File: config.mk
export PLATFORM = sky130hd
export DESIGN_NAME = spi_master_arbiter_flat
export DESIGN_NICKNAME = d
export VERILOG_FILES = /design/src/rtl/spi_master_arbiter_pkg.sv /design/src/rtl/spi_master_arbiter_if.sv /design/src/rtl/spi_master_arbiter_rr_picker.sv /design/src/rtl/spi_master_arbiter.sv /design/src/flat_wrapper.sv
export SDC_FILE = /design/constraint.sdc
export NUM_CORES = 1
export LEC_CHECK = 0
export ABC_AREA = 1
export ABC_CLOCK_PERIOD_IN_PS = 3900
export CAP_MARGIN = 40
export CORE_MARGIN = 2
export CORE_UTILIZATION = 45
export CTS_CLUSTER_SIZE = 28
export DETAILED_ROUTE_END_ITERATION = 7
export PLACE_DENSITY = 0.85
export SLEW_MARGIN = 20
export SYNTH_ARGS = -nofsm -noshare
export SYNTH_HDL_FRONTEND = slang
export SYNTH_HIERARCHICAL = 1
export SYNTH_SLANG_ARGS = --single-unit
File: constraint.sdc
create_clock -name clk -period 3.9 [get_ports clk]
set_clock_uncertainty 0.2 [all_clocks]
set_input_delay 0.78 -clock clk [delete_from_list [all_inputs] [get_ports clk]]
set_output_delay 0.78 -clock clk [all_outputs]
set_load 0.01 [all_outputs]
File: src/rtl/spi_master_arbiter_pkg.sv
// rtl/spi_master_arbiter_pkg.sv - shared types and constants for the SPI master arbiter
// Contents: arbiter state encoding, SPI byte width, default timing constants,
// and a small max helper used to size the shared cycle counter.
package spi_pkg;

  localparam int SPI_BYTE_W      = 8;
  localparam int DEF_SETUP_CYC   = 4;
  localparam int DEF_HOLD_CYC    = 4;
  localparam int DEF_TIMEOUT_CYC = 4096;

  typedef enum logic [2:0] {
    IDLE,
    SETUP,
    LAUNCH,
    WAIT,
    HOLD,
    DRAIN
  } arb_state_t;

  function automatic int max3(input int a, input int b, input int c);
    int m;
    m = (a > b) ? a : b;
    return (m > c) ? m : c;
  endfunction

endpackage

File: src/rtl/spi_master_arbiter_if.sv
// rtl/spi_master_arbiter_if.sv - requester and SPI-engine bus of the SPI master arbiter
// Signals:
//   req_valid/req_data/req_last/req_ready : per-requester byte handshake
//   rsp_valid/rsp_data                    : per-requester rx pulse, shared rx byte
//   m_start/m_tx_data/m_rx_data/m_done    : byte-level SPI master engine
//   cs_n, busy, grant_id, timeout_err, err_id : chip selects and status
// Modports: master = arbiter side, slave = requesters/engine/environment side.
interface spi_master_arbiter_if
  import spi_pkg::*;
#(
  parameter int NUM_REQ = 4
) ();
  localparam int GW = $clog2(NUM_REQ);

  logic [NUM_REQ-1:0]            req_valid;
  logic [SPI_BYTE_W*NUM_REQ-1:0] req_data;
  logic [NUM_REQ-1:0]            req_last;
  logic [NUM_REQ-1:0]            req_ready;
  logic [NUM_REQ-1:0]            rsp_valid;
  logic [SPI_BYTE_W-1:0]         rsp_data;
  logic                          m_start;
  logic [SPI_BYTE_W-1:0]         m_tx_data;
  logic [SPI_BYTE_W-1:0]         m_rx_data;
  logic                          m_done;
  logic [NUM_REQ-1:0]            cs_n;
  logic                          busy;
  logic [GW-1:0]                 grant_id;
  logic                          timeout_err;
  logic [GW-1:0]                 err_id;

  modport master (
    input  req_valid, req_data, req_last, m_rx_data, m_done,
    output req_ready, rsp_valid, rsp_data, m_start, m_tx_data,
           cs_n, busy, grant_id, timeout_err, err_id
  );

  modport slave (
    output req_valid, req_data, req_last, m_rx_data, m_done,
    input  req_ready, rsp_valid, rsp_data, m_start, m_tx_data,
           cs_n, busy, grant_id, timeout_err, err_id
  );

endinterface

File: src/rtl/spi_master_arbiter_rr_picker.sv
// rtl/spi_master_arbiter_rr_picker.sv - combinational round-robin requester select
// Ports:
//   req   in  NUM_REQ  request vector
//   rr    in  GW       index of the last served requester
//   grant out GW       first set request searching from rr+1 upward with wrap
//   any   out 1        at least one request set
module spi_rr_picker #(
  parameter int NUM_REQ = 4,
  parameter int GW      = $clog2(NUM_REQ)
) (
  input  logic [NUM_REQ-1:0] req,
  input  logic [GW-1:0]      rr,
  output logic [GW-1:0]      grant,
  output logic               any
);

  logic [GW-1:0] idx;

  // Walk from the farthest candidate back to the nearest so the nearest
  // set bit after rr is the one left in grant.
  always_comb begin
    grant = '0;
    idx   = '0;
    for (int k = NUM_REQ; k >= 1; k--) begin
      idx = GW'((int'(rr) + k) % NUM_REQ);
      if (req[idx]) grant = idx;
    end
  end

  assign any = |req;

endmodule

File: src/rtl/spi_master_arbiter.sv
// rtl/spi_master_arbiter.sv - round-robin sharing of one byte SPI master between requesters
// Ports:
//   clk      in  system clock
//   reset_n  in  asynchronous active-low reset
//   bus      master modport of spi_master_arbiter_if (requester handshakes,
//            SPI engine start/done, chip selects, status and watchdog error)
// Bursts hold the grant until req_last; cs_n brackets each burst with
// SETUP_CYC/HOLD_CYC margins; a stalled engine is aborted after TIMEOUT_CYC
// and the rest of that burst is drained without touching the engine.
module spi_master_arbiter
  import spi_pkg::*;
#(
  parameter int NUM_REQ     = 4,
  parameter int SETUP_CYC   = DEF_SETUP_CYC,
  parameter int HOLD_CYC    = DEF_HOLD_CYC,
  parameter int TIMEOUT_CYC = DEF_TIMEOUT_CYC
) (
  input  logic                   clk,
  input  logic                   reset_n,
  spi_master_arbiter_if.master   bus
);

  localparam int GW = $clog2(NUM_REQ);
  localparam int CW = $clog2(max3(SETUP_CYC, HOLD_CYC, TIMEOUT_CYC) + 1);

  arb_state_t            state_q, state_d;
  logic [CW-1:0]         cnt_q, cnt_d;
  logic [GW-1:0]         grant_q, grant_d;
  logic [GW-1:0]         rr_q, rr_d;
  logic [NUM_REQ-1:0]    cs_q, cs_d;
  logic                  last_q, last_d;
  logic [SPI_BYTE_W-1:0] tx_q, tx_d;
  logic                  start_q, start_d;
  logic [NUM_REQ-1:0]    rsp_valid_q, rsp_valid_d;
  logic [SPI_BYTE_W-1:0] rsp_data_q, rsp_data_d;
  logic                  terr_q, terr_d;
  logic [GW-1:0]         err_id_q, err_id_d;
  logic [NUM_REQ-1:0]    ready;

  logic [GW-1:0]         pick_id;
  logic                  pick_any;

  spi_rr_picker #(
    .NUM_REQ (NUM_REQ),
    .GW      (GW)
  ) u_picker (
    .req   (bus.req_valid),
    .rr    (rr_q),
    .grant (pick_id),
    .any   (pick_any)
  );

  always_ff @(posedge clk or negedge reset_n) begin
    if (!reset_n) begin
      state_q     <= IDLE;
      cnt_q       <= '0;
      grant_q     <= '0;
      rr_q        <= GW'(NUM_REQ - 1);
      cs_q        <= '1;
      last_q      <= 1'b0;
      tx_q        <= '0;
      start_q     <= 1'b0;
      rsp_valid_q <= '0;
      rsp_data_q  <= '0;
      terr_q      <= 1'b0;
      err_id_q    <= '0;
    end else begin
      state_q     <= state_d;
      cnt_q       <= cnt_d;
      grant_q     <= grant_d;
      rr_q        <= rr_d;
      cs_q        <= cs_d;
      last_q      <= last_d;
      tx_q        <= tx_d;
      start_q     <= start_d;
      rsp_valid_q <= rsp_valid_d;
      rsp_data_q  <= rsp_data_d;
      terr_q      <= terr_d;
      err_id_q    <= err_id_d;
    end
  end

  always_comb begin
    state_d     = state_q;
    cnt_d       = cnt_q;
    grant_d     = grant_q;
    rr_d        = rr_q;
    cs_d        = cs_q;
    last_d      = last_q;
    tx_d        = tx_q;
    start_d     = 1'b0;
    rsp_valid_d = '0;
    rsp_data_d  = rsp_data_q;
    terr_d      = 1'b0;
    err_id_d    = err_id_q;
    ready       = '0;

    case (state_q)
      IDLE: begin
        if (pick_any) begin
          grant_d          = pick_id;
          cs_d             = '1;
          cs_d[pick_id]    = 1'b0;
          cnt_d            = '0;
          state_d          = SETUP;
        end
      end

      SETUP: begin
        if (cnt_q == CW'(SETUP_CYC - 1)) state_d = LAUNCH;
        else                             cnt_d   = cnt_q + 1'b1;
      end

      LAUNCH: begin
        ready[grant_q] = bus.req_valid[grant_q];
        if (bus.req_valid[grant_q]) begin
          tx_d    = bus.req_data[{grant_q, 3'b000} +: SPI_BYTE_W];
          last_d  = bus.req_last[grant_q];
          start_d = 1'b1;
          // Counter is zero in the cycle m_start is high.
          cnt_d   = '0;
          state_d = WAIT;
        end
      end

      WAIT: begin
        // A done arriving on the final watchdog cycle still completes the byte.
        if (bus.m_done) begin
          rsp_data_d           = bus.m_rx_data;
          rsp_valid_d[grant_q] = 1'b1;
          cnt_d                = '0;
          state_d              = last_q ? HOLD : LAUNCH;
        end else if (cnt_q == CW'(TIMEOUT_CYC - 1)) begin
          terr_d   = 1'b1;
          err_id_d = grant_q;
          cs_d     = '1;
          rr_d     = grant_q;
          state_d  = last_q ? IDLE : DRAIN;
        end else begin
          cnt_d = cnt_q + 1'b1;
        end
      end

      HOLD: begin
        if (cnt_q == CW'(HOLD_CYC - 1)) begin
          cs_d    = '1;
          rr_d    = grant_q;
          state_d = IDLE;
        end else begin
          cnt_d = cnt_q + 1'b1;
        end
      end

      DRAIN: begin
        // Swallow the rest of the aborted burst so the requester can finish.
        ready[grant_q] = bus.req_valid[grant_q];
        if (bus.req_valid[grant_q] && bus.req_last[grant_q]) begin
          rr_d    = grant_q;
          state_d = IDLE;
        end
      end

      default: state_d = IDLE;
    endcase
  end

  assign bus.req_ready   = ready;
  assign bus.rsp_valid   = rsp_valid_q;
  assign bus.rsp_data    = rsp_data_q;
  assign bus.m_start     = start_q;
  assign bus.m_tx_data   = tx_q;
  assign bus.cs_n        = cs_q;
  assign bus.busy        = (state_q != IDLE);
  assign bus.grant_id    = grant_q;
  assign bus.timeout_err = terr_q;
  assign bus.err_id      = err_id_q;

endmodule

File: src/flat_wrapper.sv
// flat-port wrapper written by rule: the top's interface ports become plain ports
module spi_master_arbiter_flat import spi_pkg::*;
#(
  parameter int NUM_REQ     = 4,
  parameter int SETUP_CYC   = DEF_SETUP_CYC,
  parameter int HOLD_CYC    = DEF_HOLD_CYC,
  parameter int TIMEOUT_CYC = DEF_TIMEOUT_CYC
)
  (clk, reset_n, bus_req_valid, bus_req_data, bus_req_last, bus_m_rx_data, bus_m_done, bus_req_ready, bus_rsp_valid, bus_rsp_data, bus_m_start, bus_m_tx_data, bus_cs_n, bus_busy, bus_grant_id, bus_timeout_err, bus_err_id);
  spi_master_arbiter_if #(.NUM_REQ(NUM_REQ)) bus_i ();
  input  logic clk;
  input  logic reset_n;
  input wire logic [$bits(bus_i.req_valid)-1:0] bus_req_valid;
  input wire logic [$bits(bus_i.req_data)-1:0] bus_req_data;
  input wire logic [$bits(bus_i.req_last)-1:0] bus_req_last;
  input wire logic [$bits(bus_i.m_rx_data)-1:0] bus_m_rx_data;
  input wire logic [$bits(bus_i.m_done)-1:0] bus_m_done;
  output wire logic [$bits(bus_i.req_ready)-1:0] bus_req_ready;
  output wire logic [$bits(bus_i.rsp_valid)-1:0] bus_rsp_valid;
  output wire logic [$bits(bus_i.rsp_data)-1:0] bus_rsp_data;
  output wire logic [$bits(bus_i.m_start)-1:0] bus_m_start;
  output wire logic [$bits(bus_i.m_tx_data)-1:0] bus_m_tx_data;
  output wire logic [$bits(bus_i.cs_n)-1:0] bus_cs_n;
  output wire logic [$bits(bus_i.busy)-1:0] bus_busy;
  output wire logic [$bits(bus_i.grant_id)-1:0] bus_grant_id;
  output wire logic [$bits(bus_i.timeout_err)-1:0] bus_timeout_err;
  output wire logic [$bits(bus_i.err_id)-1:0] bus_err_id;
  assign bus_i.req_valid = bus_req_valid;
  assign bus_i.req_data = bus_req_data;
  assign bus_i.req_last = bus_req_last;
  assign bus_i.m_rx_data = bus_m_rx_data;
  assign bus_i.m_done = bus_m_done;
  assign bus_req_ready = bus_i.req_ready;
  assign bus_rsp_valid = bus_i.rsp_valid;
  assign bus_rsp_data = bus_i.rsp_data;
  assign bus_m_start = bus_i.m_start;
  assign bus_m_tx_data = bus_i.m_tx_data;
  assign bus_cs_n = bus_i.cs_n;
  assign bus_busy = bus_i.busy;
  assign bus_grant_id = bus_i.grant_id;
  assign bus_timeout_err = bus_i.timeout_err;
  assign bus_err_id = bus_i.err_id;
  spi_master_arbiter #(.NUM_REQ(NUM_REQ), .SETUP_CYC(SETUP_CYC), .HOLD_CYC(HOLD_CYC), .TIMEOUT_CYC(TIMEOUT_CYC)) u_core (.clk(clk), .reset_n(reset_n), .bus(bus_i));
endmodule
Word level (Yosys, flattened, before mapping)
Index checks and enable logic that the tools add are counted.
{"block": "totals", "regBits": 49, "latchBits": 0, "mem_bits_rw": 0, "mem_bits_ro": 0, "inputBits": 51, "out_inout_bits": 35, "wordCells": 119, "mem_count": 0}
{"block": "op_classes", "addsub": 5, "mul": 0, "div": 0, "magnitude_cmp": 8, "eq_ne": 17, "shift": 1, "n_mux": 54, "bitwise_logic": 3, "n_reduce_logical": 19}
{"operator": "13-bit two-way mux", "n": 5}
{"operator": "13-bit one-hot mux with 4 select lines", "n": 1}
{"operator": "32-bit by 6-bit indexed part select with 8-bit output", "n": 1}
{"operator": "4-bit two-way mux", "n": 7}
{"operator": "3-bit two-way mux", "n": 9}
{"operator": "2-bit by 3-bit less-than comparator with 1-bit output (second input constant)", "n": 6}
{"operator": "3-bit one-hot mux with 6 select lines", "n": 1}
{"operator": "2-bit two-way mux", "n": 8}
{"operator": "5-bit AND reduction", "n": 3}
{"operator": "13-bit by 1-bit adder with 13-bit output (second input constant)", "n": 1}
{"operator": "13-bit by 12-bit == test with 1-bit output (second input constant)", "n": 1}
{"operator": "13-bit by 2-bit == test with 1-bit output (second input constant)", "n": 1}
{"operator": "1-bit two-way mux", "n": 13}
{"operator": "1-bit binary-select mux with 2-bit select", "n": 6}
{"operator": "2-bit by 1-bit inequality test with 1-bit output (second input constant)", "n": 6}
{"operator": "4-bit one-hot mux with 3 select lines", "n": 1}
{"operator": "3-bit nonzero test", "n": 3}
{"operator": "3-bit by 2-bit == test with 1-bit output (second input constant)", "n": 2}
{"operator": "3-bit == test (second input constant)", "n": 2}
{"operator": "2-bit one-hot mux with 3 select lines", "n": 1}
{"operator": "2-bit AND reduction", "n": 3}
{"operator": "6-bit AND reduction", "n": 1}
{"operator": "2-bit by 1-bit adder with 2-bit output (second input constant)", "n": 2}
{"operator": "2-bit adder (second input constant)", "n": 2}
{"operator": "15 further kinds", "n": 21}

Longest topological paths before layout
{"block": "logic_depth", "depth_word": 14, "ltp_mapped": 15}

Modules after synthesis
Netlist, hierarchy kept.
{"module": "spi_master_arbiter", "instances": 1, "cells_each": 392, "area_each_um2": 2945.3}
{"module": "spi_rr_picker", "instances": 1, "cells_each": 51, "area_each_um2": 266.5}

Worst setup path before layout
Ideal clock, no wire load.
{"block": "synth_path", "path_type": "register to output", "start": "register u_core.grant_q[1] (netlist: u_core/bus.grant_id[1])", "end": "output bus_req_ready[2]", "arrival_ns": 1.416, "t_required_ns": 2.920, "path_slack_ns": 1.504, "stages_incl_launch_ff": 6, "path_cell_list": "dfrtp_1 > clkbuf_1 > buf_2 > buf_2 > nand2_1 > nor3b_1"}
{"block": "synth_between", "elab_chain_cells": 6}
{"element": "start: declaration", "line_no": "spi_master_arbiter.sv:28", "rtl": "logic [GW-1:0] grant_q, grant_d;"}
{"element": "start signal: assignment", "line_no": "spi_master_arbiter.sv:70", "rtl": "grant_q <= grant_d;"}
{"element": "2-bit by 3-bit less-than comparator with 1-bit output (not written as such) / 2-bit by 1-bit >= comparator with 1-bit output (equally long branches)", "line_no": "spi_master_arbiter.sv:115, spi_master_arbiter.sv:156"}
{"element": "1-bit logical AND (not written as such)", "line_no": "spi_master_arbiter.sv:115, spi_master_arbiter.sv:156"}
{"element": "1-bit two-way mux (not written as such)", "line_no": "spi_master_arbiter.sv:115, spi_master_arbiter.sv:156"}
{"element": "1-bit demux with 2-bit select"}
{"element": "4-bit AND (no line) (*)"}
{"element": "4-bit two-way mux (*)"}
{"element": "end: declaration", "line_no": "flat_wrapper.sv:18", "rtl": "output wire logic [$bits(bus_i.req_ready)-1:0] bus_req_ready;"}
Every way passes the cells marked *; elsewhere a longest branch is shown, timed or not. The select of a mux whose other input is x is not followed.

Worst setup path after layout
{"block": "layout_path", "start": "register u_core.state_q[2]", "end": "output bus_req_ready[3]"}
{"block": "layout_between", "elab_chain_cells": 3}
{"element": "start: declaration", "line_no": "spi_master_arbiter.sv:26", "rtl": "arb_state_t state_q, state_d;"}
{"element": "start signal: assignment", "line_no": "spi_master_arbiter.sv:68", "rtl": "state_q <= state_d;"}
{"element": "3-bit by 2-bit == test with 1-bit output / 3-bit == test (equally long branches)", "line_no": "spi_master_arbiter.sv:98", "rtl": "case (state_q)"}
{"element": "2-bit OR reduction (no line) (*)"}
{"element": "4-bit two-way mux (*)"}
Every way passes the cells marked *; elsewhere a longest branch is shown, timed or not.

==> results.toml <==
[status]
status = "complete, no violations"

[floorplanning]
die_x_um = 88.5
initial_utilization_pct = 46.8
die_y_um = 88.5
dieArea_um2 = 7830
boundaryPins = 86
rows = 30
coreArea_um2 = 6870

[synth]
yosys.area_share.simple_pct = 39.4
syn_nets = 497
synth_compound_area_share_pct = 9.93
yosysSeqAreaShare_pct = 38.4
syn_inst = 443
syn_area_per_cell_um2 = 7.25
synth_edf_count = 0
synthArstFlopShare_pct = 100
yosys_register_bits = 49
yosysUniqueCellTypes = 36
yosysWarnings = 6
synth_adder_area_share_pct = 1.17
synth-main-ff-cell = "dfrtp_1"
netlist_area_um2 = 3210
synthMuxAreaShare_pct = 2.80
synth_top_family_by_area = "simple AND/OR/NAND/NOR gates"
synthXorXnorAreaFrac_pct = 0.273

[layout]
ff_latch_area_um2 = 1230
fill_cells = 614
antennaDiodeCount = 0
drive_gt1_share_pct = 11.9
area_delta_synth_final_pct = 32.3
nets = 581
multi_input_area_um2 = 1720

[route]
wire_per_inst_um = 13.7
drtIter0Drc = 195
dr_total_vias = 3287
drcViolationCount = 0
antenna_left = 0
wl_met2_um = 4040
viasPerCell = 5.27
route.met3.wl_um = 738
wl_met1_um = 3650
firstDrtPassIters = 5
top_layer_used = "met4"
wl_um = 8530

[cts]
clk_latency_ps = 310
cts_root_buf = "clkbuf_8"
h-tree-depth = 2
postCtsSetupRepairBufs = 0
clock_sinks = 49
clk_pin_slew_worst_paths_ps = 110
cts_hold_buf = 0
post_cts_resized = 0
numCtsBuffers = 5
cts_max_path_buffers = 2
cts_tree = "done"

[worst_setup_path]
cp_data_arrival_time_ps = 2230
endpoint_kind = "output port"
slowest_delay_ps = 600
cp_common_cell = "inv_1"
reg2reg_slack_ps = 1740
cp_top_family = "buffers and inverters"
required_ps = 2920
path_class = "reg2out"
r2r-start = "u_core/bus.grant_id[1]$_DFFE_PN0P_"
worst_path_max_delay_cell = "clkdlybuf4s50_1"
crit_path_cell_trace = "nor3_1 -> inv_1 -> nand2_1 -> inv_1 -> nor3b_1 -> clkdlybuf4s50_1"
rr_worst_depth = 5
critPathBufInv = 3
cp-start-kind = "flip-flop"
path_max_fanout = 7
r2r-end = "u_core/bus.m_tx_data[4]$_DFFE_PN0P_"

[global_routing]
grt_antenna_before_repair = 0
grt_max_degree = 28
grt_use_total_pct = 22.7
grt_pass1_wl_um = 14100
grt_overflow = 0
grt_pass1_vias = 2998

[job]
drv_cap = 0

[timing]
final.min_clock_period_ps = 3210
setup_viol = 0
tightest_slew_ps = 775
max_freq_mhz = 311
layout_worst_path_cycle_share_pct = 82.4
fin_tns_setup_ps = 0
hold_viol_final = 0
hold_ws_ps = 240
maxSlewHeadroom_pct = 48.3
slew_viol_final = 0
rsz0062_at_grt = "no"

[power_and_ir_drop]
ir_worst_vdd_mv = 0.343
leakage_nw = 1.97
power.density_nw_per_um2 = 673

[place]
gp_congestion = 0.885
numPortBuffers = 85
post-dp-hpwl_um = 6500

[worst_hold_path]
min_path_type = "in2async"
metal layers:
metal / up-vias / track usage [%]
met2: 128 / 37.4
met4: 0 / 5.23
met1: 1516 / 29.7
met5: - / 0
li1: 1633 / -
met3: 10 / 6.53
registers in the layout, indices dropped and copies added, names as in the netlist, 2 cells and up:
name / count
u_core/rr_q: 2
u_core/bus.err_id: 2
u_core/bus.rsp_valid: 4
u_core/bus.grant_id: 2
u_core/bus.rsp_data: 8
u_core/state_q: 3
u_core/bus.m_tx_data: 8
u_core/bus.cs_n: 4
u_core/cnt_q: 13
placed cells by master, fill, tap and decap left out, types with 2 or more instances in the layout:
master           synthesis  layout
clkbuf_8                 0       5
o21ai_1                  5       5
o21ai_2                  8       8
nand3_2                  4       4
nand4_1                 14      14
a21oi_2                  2       2
nand2_4                  2       2
nor2_1                  40      40
mux2_1                   6       6
inv_4                    3       3
nand3_1                 49      49
buf_4                    1       3
inv_2                    5       5
dfstp_2                  6       6
a31oi_1                  8       8
mux2_2                   2       2
nor3_1                   8       8
dfrtp_1                 43      43
a21oi_1                  5       5
inv_6                    0       2
ha_1                     3       3
nor2_2                   3       3
nand2_2                 11      11
nor3b_1                  3       3
clkdlybuf4s50_1          0      84
nand2_1                124     124
o21ai_0                 21      21
inv_1                   40      40
nor2_4                   2       2
nand3b_1                 2       2
and3_1                   8       8
synth_stat cells, types with 2 or more instances:
| cell type | n | area, µm² |
|---|---|---|
| nand2_1 | 124 | 465 |
| nand3_1 | 49 | 245 |
| dfrtp_1 | 43 | 1080 |
| inv_1 | 40 | 150 |
| nor2_1 | 40 | 150 |
| o21ai_0 | 21 | 105 |
| nand4_1 | 14 | 87.6 |
| nand2_2 | 11 | 68.8 |
| a31oi_1 | 8 | 50.1 |
| and3_1 | 8 | 50.1 |
| nor3_1 | 8 | 40.0 |
| o21ai_2 | 8 | 70.1 |
| dfstp_2 | 6 | 158 |
| mux2_1 | 6 | 67.6 |
| a21oi_1 | 5 | 25.0 |
| inv_2 | 5 | 18.8 |
| o21ai_1 | 5 | 25.0 |
| buf_2 | 4 | 20.0 |
| clkbuf_1 | 4 | 15.0 |
| nand3_2 | 4 | 40.0 |
| ha_1 | 3 | 37.5 |
| inv_4 | 3 | 18.8 |
| nor2_2 | 3 | 18.8 |
| nor3b_1 | 3 | 22.5 |
| a21oi_2 | 2 | 17.5 |
| buf_6 | 2 | 22.5 |
| mux2_2 | 2 | 22.5 |
| nand2_4 | 2 | 22.5 |
| nand3b_1 | 2 | 15.0 |
| nor2_4 | 2 | 22.5 |
kinds of logic (layout without fill, tap and decap cells):
group	count (synthesis)	in the layout
adders and majority gates	3	3
AOI/OAI and AO/OA	51	51
DFF	49	49
and+or+nand+nor	271	271
muxes	8	8
buffers and inverters	60	145
xor gates and xnor gates	1	1
area by class of cell:
| cell class | instances | area share, % |
|---|---|---|
| clock buffers | 5 | 1.62 |
| clock inverters | 3 | 0.677 |
| inverters | 48 | 4.42 |
| multi-input cells | 334 | 40.5 |
| flip-flops and latches | 49 | 29.0 |
| well taps | 96 | 2.83 |
| repair buffers | 89 | 20.9 |
power by group:
part	leakage, nW	switching, mW	internal, mW
sequential	0.614	0.127	0.699
clock	0.0511	0.200	0.136
combinational	1.31	1.01	0.691
total	1.97	1.33	1.53
worst max path at each step:
stage,from,to,slack (ps),depth (start not counted)
global route,u_core/state_q[2]$_DFFE_PN0P_,bus_req_ready[3],560,6
floorplan,u_core/bus.grant_id[1]$_DFFE_PN0P_,bus_req_ready[2],1500,5
finish,u_core/state_q[2]$_DFFE_PN0P_,bus_req_ready[3],690,6
detailed placement,bus_req_valid[0],bus_req_ready[0],790,4
global placement,bus_req_valid[0],bus_req_ready[0],790,4
CTS,u_core/state_q[2]$_DFFE_PN0P_,bus_req_ready[3],740,6
worst register-to-register path: cells and delay by family, from the launching register on:
kind,cells,cell delay [ps]
simple gates,2,280
compound gates,2,840
flops,1,410
buf+inv,1,360
per-stage QoR:
step                      instance area [µm²]  total power [mW]  setup slack (ps)  util (%)  std cells
final                                    4250              2.86               688      61.9        624
after global placement                   4130              2.47               790      60.1        615
after global routing                     4250              3.12               565      61.9        624
after floorplan                          3210              1.94              1500         -        443
after detailed placement                 4150              2.53               789      60.4        616
after CTS                                4250              2.87               736      61.9        624
Power figures use the tool's default switching activity.
